## src/rtl/rsa_pkg.sv

```systemverilog
// rsa_pkg: constants shared by the RSA datapath blocks.
//   DATA_WIDTH / DATA_DOUBLE_WIDTH : modulus and product widths
//   CNT_WIDTH                      : width of the per-bit step counter
//   MODN_*                         : modn_seq state encodings
//   MODN_B_ZERO_SENTINEL           : result reported for a zero modulus
package rsa_pkg;

    localparam int DATA_WIDTH        = 8;
    localparam int DATA_DOUBLE_WIDTH = 16;
    localparam int CNT_WIDTH         = $clog2(DATA_DOUBLE_WIDTH);

    localparam logic [1:0] MODN_IDLE = 2'd0;
    localparam logic [1:0] MODN_CALC = 2'd1;
    localparam logic [1:0] MODN_DONE = 2'd2;

    localparam logic [DATA_WIDTH-1:0] MODN_B_ZERO_SENTINEL = {DATA_WIDTH{1'b1}};

endpackage

```

## src/rtl/modn_seq_if.sv

```systemverilog
// modn_if: modn handshake between the RSA controller and the reduction unit.
//   rst   : synchronous soft clear (controller -> unit)
//   en    : start request          (controller -> unit)
//   a, b  : dividend and modulus   (controller -> unit)
//   x     : registered remainder   (unit -> controller)
//   ready : result valid           (unit -> controller)
interface modn_if;
    import rsa_pkg::*;

    logic                         rst;
    logic                         en;
    logic [DATA_DOUBLE_WIDTH-1:0] a;
    logic [DATA_WIDTH-1:0]        b;
    logic [DATA_WIDTH-1:0]        x;
    logic                         ready;

    modport master (output rst, en, a, b, input x, ready);
    modport slave  (input rst, en, a, b, output x, ready);

endinterface

```

## src/rtl/modn_seq_sub_step.sv

```systemverilog
// modn_sub_step: one restoring shift-subtract step of a mod b.
//   r      : current partial remainder (always < b)
//   bit_in : next dividend bit, MSB first
//   b      : modulus
//   r_next : partial remainder after shifting in bit_in and reducing
module modn_sub_step
    import rsa_pkg::*;
(
    input  logic [DATA_WIDTH-1:0] r,
    input  logic                  bit_in,
    input  logic [DATA_WIDTH-1:0] b,
    output logic [DATA_WIDTH-1:0] r_next
);

    // One extra bit: 2*r+1 can exceed the DATA_WIDTH range before reduction.
    logic [DATA_WIDTH:0] r_shift;

    always_comb begin
        r_shift = {r, bit_in};
        if (r_shift >= {1'b0, b}) begin
            // Difference is < b, so the top bit is always zero and is dropped.
            r_next = DATA_WIDTH'(r_shift - {1'b0, b});
        end else begin
            r_next = r_shift[DATA_WIDTH-1:0];
        end
    end

endmodule

```

## src/rtl/modn_seq.sv

```systemverilog
// modn_seq: sequential x = a mod b, one dividend bit per clock.
//   clock   : rising-edge clock
//   reset_n : asynchronous active-low reset
//   bus     : modn_if.slave (rst, en, a, b -> x, ready)
// Optional macro MODN_EARLY_EXIT_EN: when a < b the result is a itself and is
// returned on the start edge instead of after the full bit-serial pass.
//
// state | meaning
// IDLE  | waiting for en; ready low
// CALC  | shifting one dividend bit per clock into the remainder
// DONE  | x and ready held until rst or reset_n
module modn_seq
    import rsa_pkg::*;
(
    input  logic  clock,
    input  logic  reset_n,
    modn_if.slave bus
);

    logic [1:0]                   state;
    logic [DATA_WIDTH-1:0]        r;
    logic [DATA_WIDTH-1:0]        r_next;
    logic [DATA_DOUBLE_WIDTH-1:0] shift;
    logic [DATA_WIDTH-1:0]        modulus;
    logic [CNT_WIDTH-1:0]         cnt;

    modn_sub_step u_sub_step (
        .r      (r),
        .bit_in (shift[DATA_DOUBLE_WIDTH-1]),
        .b      (modulus),
        .r_next (r_next)
    );

    always_ff @(posedge clock or negedge reset_n) begin
        if (!reset_n) begin
            state     <= MODN_IDLE;
            bus.ready <= 1'b0;
            bus.x     <= '0;
            r         <= '0;
            shift     <= '0;
            modulus   <= '0;
            cnt       <= '0;
        end else if (bus.rst) begin
            // x deliberately keeps its last value.
            state     <= MODN_IDLE;
            bus.ready <= 1'b0;
        end else begin
            case (state)
                MODN_IDLE: begin
                    if (bus.en) begin
                        shift   <= bus.a;
                        modulus <= bus.b;
                        r       <= '0;
                        cnt     <= CNT_WIDTH'(DATA_DOUBLE_WIDTH - 1);
                        if (bus.b == '0) begin
                            bus.x     <= MODN_B_ZERO_SENTINEL;
                            bus.ready <= 1'b1;
                            state     <= MODN_DONE;
`ifdef MODN_EARLY_EXIT_EN
                        end else if (bus.a < {{DATA_WIDTH{1'b0}}, bus.b}) begin
                            bus.x     <= bus.a[DATA_WIDTH-1:0];
                            bus.ready <= 1'b1;
                            state     <= MODN_DONE;
`endif
                        end else begin
                            state <= MODN_CALC;
                        end
                    end
                end
                MODN_CALC: begin
                    r     <= r_next;
                    shift <= shift << 1;
                    cnt   <= cnt - 1'b1;
                    if (cnt == '0) begin
                        bus.x     <= r_next;
                        bus.ready <= 1'b1;
                        state     <= MODN_DONE;
                    end
                end
                MODN_DONE: begin
                end
                default: begin
                    state <= MODN_IDLE;
                end
            endcase
        end
    end

endmodule

```

## src/flat_wrapper.sv

```systemverilog
// flat-port wrapper written by rule: the top's interface ports become plain ports
module modn_seq_flat import rsa_pkg::*;
  (clock, reset_n, bus_rst, bus_en, bus_a, bus_b, bus_x, bus_ready);
  modn_if bus_i ();
  input  logic clock;
  input  logic reset_n;
  input wire logic [$bits(bus_i.rst)-1:0] bus_rst;
  input wire logic [$bits(bus_i.en)-1:0] bus_en;
  input wire logic [$bits(bus_i.a)-1:0] bus_a;
  input wire logic [$bits(bus_i.b)-1:0] bus_b;
  output wire logic [$bits(bus_i.x)-1:0] bus_x;
  output wire logic [$bits(bus_i.ready)-1:0] bus_ready;
  assign bus_i.rst = bus_rst;
  assign bus_i.en = bus_en;
  assign bus_i.a = bus_a;
  assign bus_i.b = bus_b;
  assign bus_x = bus_i.x;
  assign bus_ready = bus_i.ready;
  modn_seq u_core (.clock(clock), .reset_n(reset_n), .bus(bus_i));
endmodule
```

## config.mk

```make
export PLATFORM = sky130hd
export DESIGN_NAME = modn_seq_flat
export DESIGN_NICKNAME = d
export VERILOG_FILES = /design/src/rtl/rsa_pkg.sv /design/src/rtl/modn_seq_if.sv /design/src/rtl/modn_seq_sub_step.sv /design/src/rtl/modn_seq.sv /design/src/flat_wrapper.sv
export SDC_FILE = /design/constraint.sdc
export NUM_CORES = 1
export LEC_CHECK = 0
export BUFFER_PORTS_ARGS = -buffer_cell sky130_fd_sc_hd__buf_2
export CAP_MARGIN = 10
export CORE_MARGIN = 1.5
export CORE_UTILIZATION = 37
export DETAILED_ROUTE_END_ITERATION = 6
export SLEW_MARGIN = 20
export SYNTH_ARGS = -nofsm -noshare
export SYNTH_HDL_FRONTEND = slang
export SYNTH_SLANG_ARGS = --single-unit
export TNS_END_PERCENT = 100
```

## constraint.sdc

```tcl
create_clock -name clock -period 4.4 [get_ports clock]
set_input_delay 0.88 -clock clock [delete_from_list [all_inputs] [get_ports clock]]
set_output_delay 0.88 -clock clock [all_outputs]
set_load 0.01 [all_outputs]
```

==> results.cfg <==
[clock_tree]
clk_path_buf_depth = 2
ctsHoldBuffers = 0
cts.htree.levels = 2
ctsRootBufferMaster = clkbuf_8
cts.sinks = 47
clkLatencyLatePin_ns = 0.29
cts_tree = built
postCtsSetupBuffers = 0
ctsResizeCount = 0
clkTransAtPathRegs_ns = 0.09
cts_inserted_buffers = 5

[sta]
tightest_slew_ns = 0.6403
fmax_ghz = 0.4260
slew_headroom_pct = 57.22
skew_ns = 0.005042
period_needed_ns = 2.347
fin_setup_tns_ns = 0
setup_viol = 0
slew_viol_final = 0
layout_setup_ws_ns = 2.053
hold_violations = 0
rsz0062_at_grt = no
fin_crit_sh_pct = 53.35

[route]
wl_per_cell_um = 14.50
ant_nets = 0
drt_iter0_drc = 232
dr_total_vias = 2136
avgViaCountPerCell = 5.274
wirelength_mm = 5.872
first_pass_iters = 4
drc_errors = 0

[worst_setup_path]
cp-start-kind = flop
crit_required_ns = 4.61
cp_max_fo = 4
critPathArrivalTime_ns = 2.55
critPathKind = flop to flop
crit_path_end_kind = flop

[finish]
fin_area_um2 = 3012
antenna_cells = 0
finalNetCount = 347
final_cell_mix = dfrtp_1 (47), nand2_1 (37), buf_2 (35), o21ai_0 (30), nor2_1 (19)
drive_gt1_share_pct = 22.33
final_common_cell = dfrtp_1
syn_to_final_growth_pct = 11.59

[place]
pre_cts_ws_ns = 1.937
placed_area_um2 = 2918
gp_congestion = 0.8298
hpwl_mm = 4.240
port_buffers = 36

[grt]
grt_max_degree = 48
grt-ovfl-total = 0
antenna_found_initial = 0
grt_pass1_vias = 1997
grt_use_total_pct = 16.32
grt_pass1_wl_mm = 9.860

[status]
status = finished clean

[synth]
ys_ff_latch = 47
syn-num-nets = 315
synth.distinct_cells = 65
synth_area_um2 = 2699
synth-main-ff-cell = dfrtp_1
synthCells = 277
ys_seq_area_share_pct = 43.58
avgSynthCellArea_um2 = 9.743
synth_edf_count = 0
synth-async-reset-ratio_pct = 100.0
yosys_warnings = 0

[floorplanning]
die_area_um2 = 7815
pin_count = 37
coreArea_um2 = 6907
fp.dieW_um = 88.41
die_h_um = 88.41
rows = 30
start_util_pct = 39.08

[pwr]
vdd_drop_max_v = 0.0001855
power_leakage_nw = 1.357
p_per_area_nw_per_um2 = 558.3

[worst_hold_path]
hold_path_class = flop to flop

[flow_run]
drv_cap = 0
==> synthesized netlist by cell type (all sizes together), types with 3 or more instances <==
master  instances  area share [%]
a21oi           7             1.3
a22oi           5             1.4
a31oi           7             2.2
and2            3            0.70
and2b           3            0.93
and3            3             1.1
buf            12             3.6
dfrtp          47              44
ha              9             4.2
inv            14             1.9
mux2i          11             4.1
nand2          37             5.1
nand2b          5             1.4
nand3           5            0.93
nand4           3            0.70
nor2           21             3.3
nor3            4             1.2
nor4            6             1.6
o211ai          5             1.4
o21ai          34             6.6
xnor2           4             1.3
==> sequential cells by signal (all words and copies together), names as in the netlist <==
name              cells
u_core.modulus        8
u_core.bus.x          8
u_core.cnt            4
u_core.bus.ready      1
u_core.r              8
u_core.shift         16
u_core.state          2
==> critical path, stage by stage (launching register included) <==
cell and delay, ns:
dfrtp_1 0.46, inv_1 0.09, ha_1 0.17, inv_1 0.06, fa_1 0.42, and4_1 0.19
a2111oi_0 0.38, nand3b_1 0.21, a211oi_1 0.07, nor3_1 0.21
==> cell families (layout without fill, tap and decap cells) <==
family                   count (synthesis)  after routing  share of synthesized area, %
XOR/XNOR                                 5              5                         1.623
buffers and inverters                   27             59                         5.655
flip-flops                              47             47                         43.58
AND/OR/NAND/NOR                         98             98                         19.70
AO/OA/AOI/OAI                           78             78                         20.03
multiplexers                            12             12                         4.497
adder cells (fa/ha/maj)                 10             10                         4.914
==> routing by layer <==
metal	track usage [%]	share of wire [%]
met4	4.119	0.99
met1	23.53	48
met3	3.545	4.8
met2	25.05	46
met5	0	0
==> layout make-up <==
cell class                 instances  area, um2
sequential                        47       1176
clock buffer                       6      82.58
clock inverter                     1      8.758
fill                             721       3895
timing repair buffer              38      197.7
tap                               96      120.1
inverter                          14      52.55
multi-input combinational        203       1374
==> final timing paths <==
kind	from	slack, ns	endpoint	depth (start not counted)
min in group asynchronous	reset_n	0.58	u_core.r[7]$_DFFE_PN0P_	1
max reg2reg	u_core.shift[15]$_DFFE_PN0P_	2.05	u_core.bus.x[6]$_DFFE_PN0P_	9
max	u_core.shift[15]$_DFFE_PN0P_	2.05	u_core.bus.x[6]$_DFFE_PN0P_	9
min	u_core.shift[11]$_DFFE_PN0P_	0.49	u_core.shift[11]$_DFFE_PN0P_	2
max in group asynchronous	reset_n	3.39	u_core.r[2]$_DFFE_PN0P_	1
min reg2reg	u_core.shift[11]$_DFFE_PN0P_	0.49	u_core.shift[11]$_DFFE_PN0P_	2
==> power by group <==
group | switching (mW) | total [mW] | internal [mW] | leakage, nW
registers | 0.0813 | 0.606 | 0.524 | 0.597
clock network | 0.149 | 0.275 | 0.127 | 0.0477
logic | 0.484 | 0.800 | 0.316 | 0.712
total | 0.714 | 1.68 | 0.968 | 1.36
==> through the flow <==
step           utilization (%)  hold slack [ns]  instances  power, mW
6_report                 43.61           0.4899        405      1.681
5_1_grt                  43.61           0.5265        405      1.810
4_1_cts                  43.57           0.4985        405      1.684
3_5_place_dp             42.25           0.4764        398      1.404
3_3_place_gp             42.25           0.4607        398      1.398
2_1_floorplan                -           0.4496        277      1.256
No activity file was read; power rests on OpenSTA's default activity.
